--- config.mk ---
export PLATFORM = sky130hd
export DESIGN_NAME = timer_sched
export DESIGN_NICKNAME = d
export VERILOG_FILES = /design/src/rtl/timer_sched_pkg.sv /design/src/rtl/timer_sched_rr_arbiter.sv /design/src/rtl/timer_sched.sv
export SDC_FILE = /design/constraint.sdc
export NUM_CORES = 1
export LEC_CHECK = 0
export BUFFER_PORTS_ARGS = -buffer_cell sky130_fd_sc_hd__buf_2
export CORE_UTILIZATION = 47
export CTS_BUF_LIST = sky130_fd_sc_hd__clkbuf_16
export DETAILED_ROUTE_END_ITERATION = 8
export PLACE_DENSITY = 0.76
export SLEW_MARGIN = 15
export SYNTH_ARGS = -nofsm -noshare
export SYNTH_HDL_FRONTEND = slang
export SYNTH_HIERARCHICAL = 1
export SYNTH_SLANG_ARGS = --single-unit
--- constraint.sdc ---
create_clock -name clk -period 2.5 [get_ports clk]
set_clock_uncertainty 0.15 [all_clocks]
set_input_delay 0.25 -clock clk [delete_from_list [all_inputs] [get_ports clk]]
set_output_delay 0.25 -clock clk [all_outputs]
set_load 0.02 [all_outputs]
--- src/rtl/timer_sched_pkg.sv ---
// rtl/timer_sched_pkg.sv - state encoding, default widths and index helper for timer_sched
package timer_sched_pkg;

    localparam logic [1:0] ST_IDLE = 2'd0;
    localparam logic [1:0] ST_RUN  = 2'd1;
    localparam logic [1:0] ST_DONE = 2'd2;

    localparam int N_REQ_DEF = 4;
    localparam int CNT_W_DEF = 8;

    // Requester count is capped at 8, so a fixed 8-bit one-hot encoder covers every build.
    function automatic logic [2:0] onehot_idx(input logic [7:0] oh);
        logic [2:0] idx;
        idx = '0;
        for (int i = 0; i < 8; i++) begin
            if (oh[i]) idx = 3'(i);
        end
        return idx;
    endfunction

endpackage

--- src/rtl/timer_sched_rr_arbiter.sv ---
// rtl/timer_sched_rr_arbiter.sv - combinational round-robin winner search starting at ptr+1
module rr_arbiter #(
    parameter int N_REQ = 4,
    parameter int PW    = (N_REQ > 1) ? $clog2(N_REQ) : 1
) (
    input  logic [N_REQ-1:0] req,
    input  logic [PW-1:0]    ptr,
    output logic [N_REQ-1:0] win
);

    int               idx;
    logic [N_REQ-1:0] oh;

    // Walk from the farthest candidate back to ptr+1 so the nearest set bit overwrites last.
    always_comb begin
        win = '0;
        idx = 0;
        oh  = '0;
        for (int k = N_REQ; k >= 1; k--) begin
            idx = int'(ptr) + k;
            if (idx >= N_REQ) idx = idx - N_REQ;
            oh = N_REQ'(1) << idx;
            if (|(req & oh)) win = oh;
        end
    end

endmodule

--- src/rtl/timer_sched.sv ---
// rtl/timer_sched.sv - round-robin shared timed-pulse engine; optional TIMER_SCHED_ABORT_EN aborts a run when its req drops
module timer_sched
    import timer_sched_pkg::*;
#(
    parameter int N_REQ = N_REQ_DEF,
    parameter int CNT_W = CNT_W_DEF
) (
    input  logic                   clk,
    input  logic                   rst,
    input  logic [N_REQ-1:0]       req,
    input  logic [N_REQ*CNT_W-1:0] cyc_len,
    input  logic [N_REQ*CNT_W-1:0] up_len,
    output logic [N_REQ-1:0]       grant,
    output logic [N_REQ-1:0]       done,
    output logic                   busy,
    output logic                   o
);

    localparam int PW = (N_REQ > 1) ? $clog2(N_REQ) : 1;
    localparam logic [CNT_W-1:0] ONE = CNT_W'(1);

    logic [1:0]       state;
    logic [PW-1:0]    ptr;
    logic [PW-1:0]    own;
    logic [CNT_W-1:0] cnt;
    logic [CNT_W-1:0] cyc_q;
    logic [CNT_W-1:0] up_q;
    logic [N_REQ-1:0] win;
    logic [2:0]       win_idx3;
    logic [PW-1:0]    win_idx;
    logic [CNT_W-1:0] cyc_sel;
    logic [CNT_W-1:0] up_sel;
    logic             last;
    logic             abort;
    logic [CNT_W-1:0] cyc_arr [N_REQ];
    logic [CNT_W-1:0] up_arr  [N_REQ];

    for (genvar i = 0; i < N_REQ; i++) begin : g_unpack
        assign cyc_arr[i] = cyc_len[i*CNT_W +: CNT_W];
        assign up_arr[i]  = up_len[i*CNT_W +: CNT_W];
    end

    rr_arbiter #(.N_REQ(N_REQ), .PW(PW)) u_arb (
        .req (req),
        .ptr (ptr),
        .win (win)
    );

    assign win_idx3 = onehot_idx(8'(win));
    assign win_idx  = win_idx3[PW-1:0];
    assign cyc_sel  = cyc_arr[win_idx];
    assign up_sel   = up_arr[win_idx];
    // cyc_q already holds max(cyc,1), so the run always ends before cnt could wrap.
    assign last     = (cnt == cyc_q - ONE);

`ifdef TIMER_SCHED_ABORT_EN
    assign abort = ~|(req & grant);
`else
    assign abort = 1'b0;
`endif

    always_ff @(posedge clk or negedge rst) begin
        if (!rst) begin
            state <= ST_IDLE;
            grant <= '0;
            done  <= '0;
            busy  <= 1'b0;
            o     <= 1'b0;
            cnt   <= '0;
            ptr   <= PW'(N_REQ - 1);
            own   <= '0;
            cyc_q <= '0;
            up_q  <= '0;
        end else begin
            case (state)
                ST_IDLE: begin
                    done <= '0;
                    if (|req) begin
                        state <= ST_RUN;
                        grant <= win;
                        own   <= win_idx;
                        cyc_q <= (cyc_sel == '0) ? ONE : cyc_sel;
                        up_q  <= up_sel;
                        cnt   <= '0;
                        busy  <= 1'b1;
                        o     <= (up_sel != '0);
                    end
                end
                ST_RUN: begin
                    if (abort) begin
                        state <= ST_IDLE;
                        grant <= '0;
                        busy  <= 1'b0;
                        o     <= 1'b0;
                        ptr   <= own;
                    end else if (last) begin
                        state <= ST_DONE;
                        done  <= grant;
                        grant <= '0;
                        busy  <= 1'b0;
                        o     <= 1'b0;
                    end else begin
                        cnt <= cnt + ONE;
                        o   <= ((cnt + ONE) < up_q);
                    end
                end
                ST_DONE: begin
                    done  <= '0;
                    ptr   <= own;
                    state <= ST_IDLE;
                end
                default: begin
                    state <= ST_IDLE;
                    grant <= '0;
                    done  <= '0;
                    busy  <= 1'b0;
                    o     <= 1'b0;
                end
            endcase
        end
    end

endmodule
### Yosys cells after proc, flatten, opt, wreduce, memory -nomap -nowiden

Index checks and enable logic that the tools add are counted.

* memories kept: 0
* logic and storage cells: 91
* bits of input ports: 70
* output and inout port bits: 10
* register bits: 40
* memory bits (writable): 0
* bits in latches: 0
* bits in read-only memories: 0

* shift-type cells: 4
* equal/unequal tests: 6
* add/subtract/negate cells: 10
* $mul: 0
* div/mod/pow operators: 0
* reduce and logical (&&, ||, !) cells: 14
* $lt $le $gt $ge: 6
* multiplexer cells: 35
* bitwise gates (word level): 6

Operators with widths (number)
* $ge A32 B4 Y1 const B: 4
* $mux W32: 4
* $shl A1 B32 Y4 const A: 4
* $sub A32 B4 Y32 const B: 4
* $mux W8: 7
* $bmux W8 S2: 2
* $mux W4: 8
* $reduce_or A4 Y1: 5
* $and A4 B4 Y4: 4
* $pmux W8 S2: 1
* $pmux W4 S3: 1
* $add A8 B1 Y8 const B: 1
* $eq A8 B8 Y1: 1
* $logic_not A8 Y1: 1
* $lt A8 B8 Y1: 1
* $mux W2: 4
* $reduce_bool A8 Y1: 1
* $sub A8 B1 Y8 const B: 1
* $add A2 B2 Y3 const B: 2
* $ne A2 B2 Y1 const B: 3
* $pmux W1 S3: 2
* $reduce_and A2 Y1: 3
* $reduce_and A3 Y1: 2
* $mux W1: 5
* other kinds (10): 10

### Depth between registers and ports, before layout

Gate-level depths: netlist of run 1.

* depth after elaboration: 20
* gate-level depth with buffers: 11
* gate-level depth less buffers: 9

### Hierarchy

Netlist of run 1, hierarchy kept.

Modules (own cells, without submodules)
* timer_sched: area each 2682.6 sq um, cells each 281, sequential area each 1003.5 sq um, times used 1
* rr_arbiter: area each 111.4 sq um, cells each 19, sequential area each 0.0 sq um, times used 1

### Least setup slack after synthesis of run 1

OpenSTA, ideal clock, no wires.

* kind: register to register
* start: reg ptr[1]
* end: reg cyc_q[0]
* arrival: 2.518 ns
* library setup time: 0.082 ns
* stages on the path, launching flop included: 10
* path buffers: 2
* clock period less this slack: 2.750 ns
* path slack: -0.250 ns
* data required time: 2.268 ns
* path through: dfstp_2 -> buf_2 -> nor3_1 -> o31a_1 -> buf_4 -> a21oi_4 -> mux4_2 -> nor4_1 -> nand3_1 -> a31oi_1

* elaborated cells between the ends (all ways): 41
* classes of those cells: add/sub: 8; order compare: 4; shift: 4; mux: 15; bitwise: 5; reduce/logical: 5

RTL lines
* start: declaration: RTL line timer_sched.sv:23 `logic [PW-1:0] ptr;`
* start signal: assignment: RTL line timer_sched.sv:70 `ptr <= PW'(N_REQ - 1);`
* start signal: assignment: RTL line timer_sched.sv:95 `ptr <= own;`
* start signal: assignment: RTL line timer_sched.sv:109 `ptr <= own;`
* $add A2 B3 Y4: RTL line timer_sched_rr_arbiter.sv:20 `idx = int'(ptr) + k;`
* $sub A32 B4 Y32 / $ge A32 B4 Y1 (equally long branches): RTL line timer_sched_rr_arbiter.sv:21 `if (idx >= N_REQ) idx = idx - N_REQ;`
* $mux W32: RTL line timer_sched_rr_arbiter.sv:21
* $shl A1 B32 Y4: RTL line timer_sched_rr_arbiter.sv:22 `oh = N_REQ'(1) << idx;`
* $and A4 B4 Y4: RTL line timer_sched_rr_arbiter.sv:23 `if (|(req & oh)) win = oh;`
* $reduce_or A4 Y1: RTL line timer_sched_rr_arbiter.sv:23
* $mux W4 (3 in a row): RTL line timer_sched_rr_arbiter.sv:23
* $mux W4 (*): RTL line timer_sched_rr_arbiter.sv:23
* via win[3]: RTL line timer_sched.sv:28 `logic [N_REQ-1:0] win;`
* $mux W2 (*): RTL line timer_sched_pkg.sv:16 `if (oh[i]) idx = 3'(i);`
* $not A2 Y3 (implied by the code) (*): RTL line timer_sched.sv:51 `assign cyc_sel = cyc_arr[win_idx];`
* $bmux W8 S2 (*): RTL line timer_sched.sv:51
* $mux W8 (implied by the code) (*) (2 in a row): RTL line timer_sched.sv:51
* $logic_not A8 Y1: RTL line timer_sched.sv:82 `cyc_q <= (cyc_sel == '0) ? ONE : cyc_sel;`
* $mux W8 (*): RTL line timer_sched.sv:82
* end signal: assignment: RTL line timer_sched.sv:82
* end: declaration: RTL line timer_sched.sv:26 `logic [CNT_W-1:0] cyc_q;`

Mark *: on every way through the listed nets, which the timed path passes. The rest lies on a longest branch. The select of a mux whose other input is x is not followed.
A chain may end at the register's enable or synchronous reset.

### Worst setup path in the final report of run 1

* start: reg ptr[0]
* end: reg cyc_q[0]

Same word-level chain as after synthesis.

==> run_results.csv, run 1 <==
group,metric,value,unit
logic_synthesis,synth_fp_nets,379,
logic_synthesis,synth.avg_cell_area,9.31,sq um
placement,placed_cells,476,
floorplan,dieArea,6260,sq um
floorplan,num_io_pins,80,
clock_network,h-tree-depth,2,
sta,clock.fmax,0.374,GHz
sta,hold_viol,0,
clock_network,root_buffer,"clkbuf_16",
sta,fin_crit_sh,107,%
logic_synthesis,synth_ff_type,"dfrtp_1",
grt,grtUsageTotal,24.8,%
power_and_ir_drop,total_power,0.00379,W
drt,drt-initial-drc-count,150,
worst_hold_path,holdPathStages,4,
grt,grt_pass1_vias,2576,
sta,finalCriticalPeriod,2680,ps
status,status,"complete, but fails checks",
sta,rsz0062_at_grt,"true",
critical_path,cp.required,2550,ps
floorplan,chipHeight,79.1,microns
drt,drcViolationCount,0,
grt,grt_pass1_wl,12000,microns
power_and_ir_drop,ir_drop,0.400,mV
placement,gp_congestion,0.953,
logic_synthesis,synth.area.top_cells,"dfrtp_1, mux2i_1, nand2_1",
critical_path,critPathArrivalTime,2730,ps
logic_synthesis,synth_top_area_share,34.0,%
critical_path,crit_type,"reg -> reg",
critical_path,cp-end-kind,"flop",
sta,fin_ws,-177,ps
layout,fin_cells,494,
floorplan,start_util,49.8,%
placement,hpwl,5550,microns
floorplan,chipWidth,79.1,microns
placement,dp_slack,-230,ps
grt,antenna_found_initial,0,
critical_path,crit_chain,"buf_6, nor2b_2, o31a_1, a21oi_4, buf_12, mux4_2, nor4_2, nand3_1, a31oi_1",
clock_network,numCtsBuffers,5,
critical_path,r2r-end,"cyc_q[0]",
sta,tightest_slew,907,ps
critical_path,reg2reg_depth,9,
critical_path,r2r-start,"ptr[0]",
sta,setup_tns,-352,ps
critical_path,path_max_fanout,6,
layout,antenna_cells,0,
worst_hold_path,min-delay-path-class,"in -> reg",
grt,overflow,0,
drt,dr.pass1.iters,4,
clock_network,cts.clk_slew.worst_paths,60,ps
placement,portBuffers,79,
clock_network,cts_tree,"yes",
critical_path,max_stage_delay,590,ps
sta,finalSetupViolations,3,
drt,routed_wl,7380,microns
sta,drv_slew,0,
clock_network,clock_latency,280,ps
critical_path,start_kind,"flop",
floorplan,std_cell_rows,27,
logic_synthesis,synth_async_sr_flop_share,100,%
sta,maxSlewHeadroom,39.5,%
worst_hold_path,min_delay_worst_endpoint,"cyc_q[0]",
power_and_ir_drop,leakage,1.95,nW
layout,drive_gt1_share,39.8,%
drt,viasPerCell,5.47,
worst_hold_path,hold_start,"cyc_len[31]",
power_and_ir_drop,p_per_area,986,nW/um^2
logic_synthesis,synth_seq_cells,40,
floorplan,core-area,5610,sq um
critical_path,cp_top_family,"compound AO/OA/AOI/OAI gates",
drt,wl_per_cell,14.9,microns
logic_synthesis,seq_area_frac_synth,35.9,%
logic_synthesis,yosys.area.top_type,"dfrtp_1",
logic_synthesis,synth_edf_count,0,
grt,grt_max_degree,41,
clock_network,cts.path.max_buffers,2,
clock_network,cts.sinks,40,
layout,layout.nets,501,
critical_path,crit_buf_inv,2,
critical_path,reg2reg_slack,-180,ps
status,violations,"negative setup slack",
logic_synthesis,synth_area,2790,sq um
layout,syn2layout_area_growth,37.4,%
logic_synthesis,synthCells,300,
logic_synthesis,yosysWarningCount,6,
critical_path,critPathSlowestCell,"dfstp_2",
job,maxCapViolations,0,
drt,num_vias,2702,
drt,drtAntennaViolNets,0,
logic_synthesis,ys_types,52,
==> timing repair <==
item                                    CTS  global route
pin swaps                                 8             2
gates cloned                              0             0
resized for setup                         5             7
endpoints found under the setup margin   14             6
endpoints found under the hold margin    38             0
hold buffers                              1             0
setup buffers                             7             3
==> power by group <==
part           switching [W]  internal (W)  total, W
sequential          0.000297      0.000930   0.00123
combinational        0.00102      0.000938   0.00196
clock               0.000242      0.000358  0.000601
total                0.00156       0.00223   0.00379
==> per-layer routing <==
layer	track usage [%]	share of wire, %
met1	34.3	46
met2	41.1	49
met3	2.53	3.8
met4	7.27	1.8
met5	0	0
==> cells by family (layout without fill, tap and decap cells) <==
kind of cell | after synthesis | after routing | synth area share, %
AND/OR/NAND/NOR | 98 | 98 | 17.1
AO/OA/AOI/OAI | 76 | 76 | 18.9
flip-flops | 40 | 40 | 35.9
multiplexers | 31 | 31 | 13.9
buffers and inverters | 31 | 153 | 5.15
XOR/XNOR | 15 | 15 | 4.97
adder cells (fa/ha/maj) | 9 | 9 | 4.03
==> worst register-to-register path, delay by kind of cell, from the launching register on <==
family	cells	cell delay, ps
AOI/OAI and AO/OA	3	650
DFF	1	590
muxes	1	520
and+or+nand+nor	3	440
buffers and inverters	2	260
==> synth_stat cells (2+ instances only) <==
master     count
inv_1         17
buf_2          4
a211oi_1       2
o2bb2ai_1      9
o22ai_1        8
nand2b_1       6
mux4_2         6
xor2_1         8
nand3_1        5
xnor2_1        6
o211a_1        3
nor2_2         2
nand2_1       50
mux2_2         2
a21oi_1       13
nor3_1         5
o21ai_0       23
dfstp_2        2
nand4_1        2
nor2b_1        5
and3_1         3
mux2i_1       23
dfrtp_1       38
o211ai_1       2
ha_1           9
nor2_1        11
clkbuf_1       6
a21o_1         2
a31oi_1        3
nor4_1         3
==> flip-flops by register name, indices dropped and copies added, names as in the netlist <==
register / flops
ptr: 2
grant: 4
cnt: 8
o: 1
state: 2
up_q: 8
done: 4
cyc_q: 8
own: 2
busy: 1
==> how the worst max path moves through the flow <==
stage	from	endpoint	slack, ps	cells after the start
4_1_cts	ptr[0]	cyc_q[0]	-120	9
3_3_place_gp	ptr[0]	o	-130	8
5_1_grt	ptr[1]	cyc_q[0]	-240	10
6_report	ptr[0]	cyc_q[0]	-180	9
2_1_floorplan	ptr[0]	cyc_q[0]	-150	8
3_5_place_dp	ptr[0]	o	-230	8
==> layout make-up <==
type	count	area [sq um]
clock buffer	5	125
clock inverter	2	8.76
fill	448	1770
inverter	18	67.6
multi-input combinational	229	1740
sequential	40	1000
tap	72	90.1
timing repair buffer	128	807
==> through the flow <==
step,util [%],cell area (sq um),hold slack [ps]
floorplan,-,2840,-196
global placement,63.3,3550,267
detailed placement,63.3,3550,267
CTS,67.6,3790,186
global route,68.5,3840,193
finish,68.5,3840,175
==> cells in the final DEF (no fill, tap or decap), types with 4 or more instances in the layout <==
| cell | count |
|---|---|
| a21oi_1 | 12 |
| buf_2 | 79 |
| o22ai_1 | 4 |
| ha_1 | 9 |
| xor2_1 | 8 |
| o2bb2ai_1 | 9 |
| xnor2_1 | 6 |
| nor2_1 | 10 |
| buf_4 | 44 |
| nand3_1 | 5 |
| dfrtp_1 | 38 |
| nor2b_1 | 4 |
| mux2i_1 | 22 |
| mux4_2 | 6 |
| inv_1 | 18 |
| clkbuf_16 | 5 |
| o21ai_0 | 22 |
| nand2_1 | 50 |
| nand2b_1 | 5 |
No activity file was read; power rests on OpenSTA's default activity.
==> inputs of run 2 (changes only) <==
--- a/config.mk
+++ b/config.mk
@@ -7,10 +7,10 @@
 export LEC_CHECK = 0
 export BUFFER_PORTS_ARGS = -buffer_cell sky130_fd_sc_hd__buf_2
 export CORE_UTILIZATION = 47
-export CTS_BUF_LIST = sky130_fd_sc_hd__clkbuf_16
+export CTS_BUF_LIST = sky130_fd_sc_hd__clkbuf_8 sky130_fd_sc_hd__clkbuf_16
 export DETAILED_ROUTE_END_ITERATION = 8
 export PLACE_DENSITY = 0.76
-export SLEW_MARGIN = 15
+export SLEW_MARGIN = 20
 export SYNTH_ARGS = -nofsm -noshare
 export SYNTH_HDL_FRONTEND = slang
 export SYNTH_HIERARCHICAL = 1
==> run 2 against run 1 <==
  * The run still ends with negative setup slack left
  * Combinational power about the same
  * Power shrank 5.3%
  * Cell area down 1.7%
  * Register-to-register slack is essentially flat
  * Non-clock buffer count decreased by 1
  * Global-route usage rose by 0.087 points
  * Worst hold slack worse by 17 ps
  * Maximum frequency rose by 0.37%
  * First-iteration DRC count increased by 21%
  * Die area unchanged
  * Critical path type unchanged
  * Critical endpoint unchanged
  * Largest cell class unchanged
  * Highest routed layer unchanged
==> run_results.csv, run 2 (synthesis gave the netlist of run 1 again) <==
group,metric,value,unit
status,status,"complete, but fails checks",
status,violations,"negative setup slack",
critical_path,crit_start,"ptr[0]",
grt,grt_max_degree,41,
job,maxCapViolations,0,
layout,final_common_cell,"buf_2",
layout,layout.nets,500,
layout,top_regs,"cnt (8), cyc_q (8), up_q (8)",
drt,dr.pass1.iters,4,
sta,maxSlewHeadroom,40.5,%
sta,clock.fmax,0.375,GHz
drt,wl_met2,3560,microns
placement,hpwl,5550,microns
clock_network,cts.path.max_buffers,2,
sta,drv_slew,0,
clock_network,h-tree-depth,2,
clock_network,clock_latency,290,ps
placement,placed_area,3550,sq um
drt,num_vias,2695,
sta,fin_ws,-167,ps
sta,rsz0062_at_grt,"true",
drt,wl_per_cell,14.8,microns
clock_network,numCtsBuffers,5,
critical_path,r2r-start,"ptr[0]",
layout,fin_area,3770,sq um
power_and_ir_drop,leakage,1.92,nW
grt,overflow,0,
clock_network,root_buffer,"clkbuf_8",
drt,viasPerCell,5.47,
critical_path,reg2reg_slack,-170,ps
clock_network,cts.clk_slew.worst_paths,70,ps
power_and_ir_drop,p_per_area,950,nW/um^2
critical_path,reg2reg_depth,9,
critical_path,crit_end,"cyc_q[0]",
drt,drtAntennaViolNets,0,
power_and_ir_drop,ir_drop,0.369,mV
floorplan,dieArea,6260,sq um
critical_path,path_max_fanout,6,
sta,fin_crit_sh,107,%
drt,drt-initial-drc-count,182,
layout,antenna_cells,0,
critical_path,cp.required,2560,ps
layout,final_cell_mix,"buf_2, nand2_1, buf_4",
drt,routed_wl,7270,microns
floorplan,std_cell_rows,27,
layout,syn2layout_area_growth,35.1,%
grt,antenna_found_initial,0,
placement,portBuffers,79,
clock_network,cts_tree,"yes",
worst_hold_path,min-delay-path-class,"in -> reg",
floorplan,chipWidth,79.1,microns
critical_path,cp-end-kind,"flop",
sta,setup_tns,-299,ps
drt,top_layer,"met4",
placement,placed_cells,476,
clock_network,cts.sinks,40,
placement,gp_congestion,0.953,
drt,drcViolationCount,0,
sta,tightest_slew,893,ps
floorplan,core-area,5610,sq um
grt,grt_pass1_vias,2585,
critical_path,start_kind,"flop",
critical_path,critPathArrivalTime,2730,ps
floorplan,num_io_pins,80,
critical_path,r2r-end,"cyc_q[0]",
floorplan,start_util,49.8,%
sta,finalCriticalPeriod,2670,ps
layout,drive_gt1_share,39.7,%
drt,wl_met3,319,microns
layout,fin_cells,493,
drt,wl_met1,3270,microns
grt,grt_pass1_wl,12000,microns
sta,hold_viol,0,
placement,dp_slack,-230,ps
floorplan,chipHeight,79.1,microns
critical_path,crit_type,"reg -> reg",
grt,grtUsageTotal,24.9,%
sta,finalSetupViolations,2,
worst_hold_path,holdPathStages,4,
[run 2: area by class of cell]
type | instances | area (sq um)
fill | 466 | 1830
multi-input combinational | 229 | 1740
sequential | 40 | 1000
timing repair buffer | 127 | 800
tap | 72 | 90.1
clock buffer | 5 | 68.8
inverter | 18 | 67.6
clock inverter | 2 | 8.76
[run 2: metrics by stage]
| stage | util, % | hold WS (ps) | power, W |
|---|---|---|---|
| 2_1_floorplan | - | -196 | 0.00252 |
| 3_3_place_gp | 63.3 | 267 | 0.00302 |
| 3_5_place_dp | 63.3 | 267 | 0.00311 |
| 4_1_cts | 66.6 | 170 | 0.00356 |
| 5_1_grt | 67.3 | 168 | 0.00389 |
| 6_report | 67.3 | 158 | 0.00359 |
[run 2: metal layers]
layer	up-vias	GRT usage (%)
met5	-	0
li1	1317	-
met3	11	2.87
met2	92	41.1
met4	0	7.45
met1	1275	34.3
[run 2: critical path: stages (launching register included)]
cell and delay, ps:
dfstp_2 590, buf_6 110, nor2b_2 40, o31a_1 330, a21oi_4 160, buf_12 140
mux4_2 520, nor4_2 290, nand3_1 110, a31oi_1 130
[run 2: worst min path at each step]
stage | from | to | slack (ps)
2_1_floorplan | rst | busy | -200
3_3_place_gp | rst | done[2] | 270
3_5_place_dp | rst | done[2] | 270
4_1_cts | cyc_len[31] | cyc_q[0] | 170
5_1_grt | cyc_len[31] | cyc_q[0] | 170
6_report | cyc_len[31] | cyc_q[0] | 160
[run 2: power breakdown]
part / switching [W] / internal, W / total (W) / leakage, nW
Clock: 0.000221 / 0.000186 / 0.000407 / 0.0452
Combinational: 0.00102 / 0.000936 / 0.00196 / 1.39
Sequential: 0.000292 / 0.000928 / 0.00122 / 0.484
Total: 0.00154 / 0.00205 / 0.00359 / 1.92
[run 2: repair_timing]
item	CTS	global route
endpoints found under the setup margin	14	6
hold buffers	1	0
endpoints found under the hold margin	38	0
pin swaps	8	2
setup buffers	7	2
resized for setup	5	7
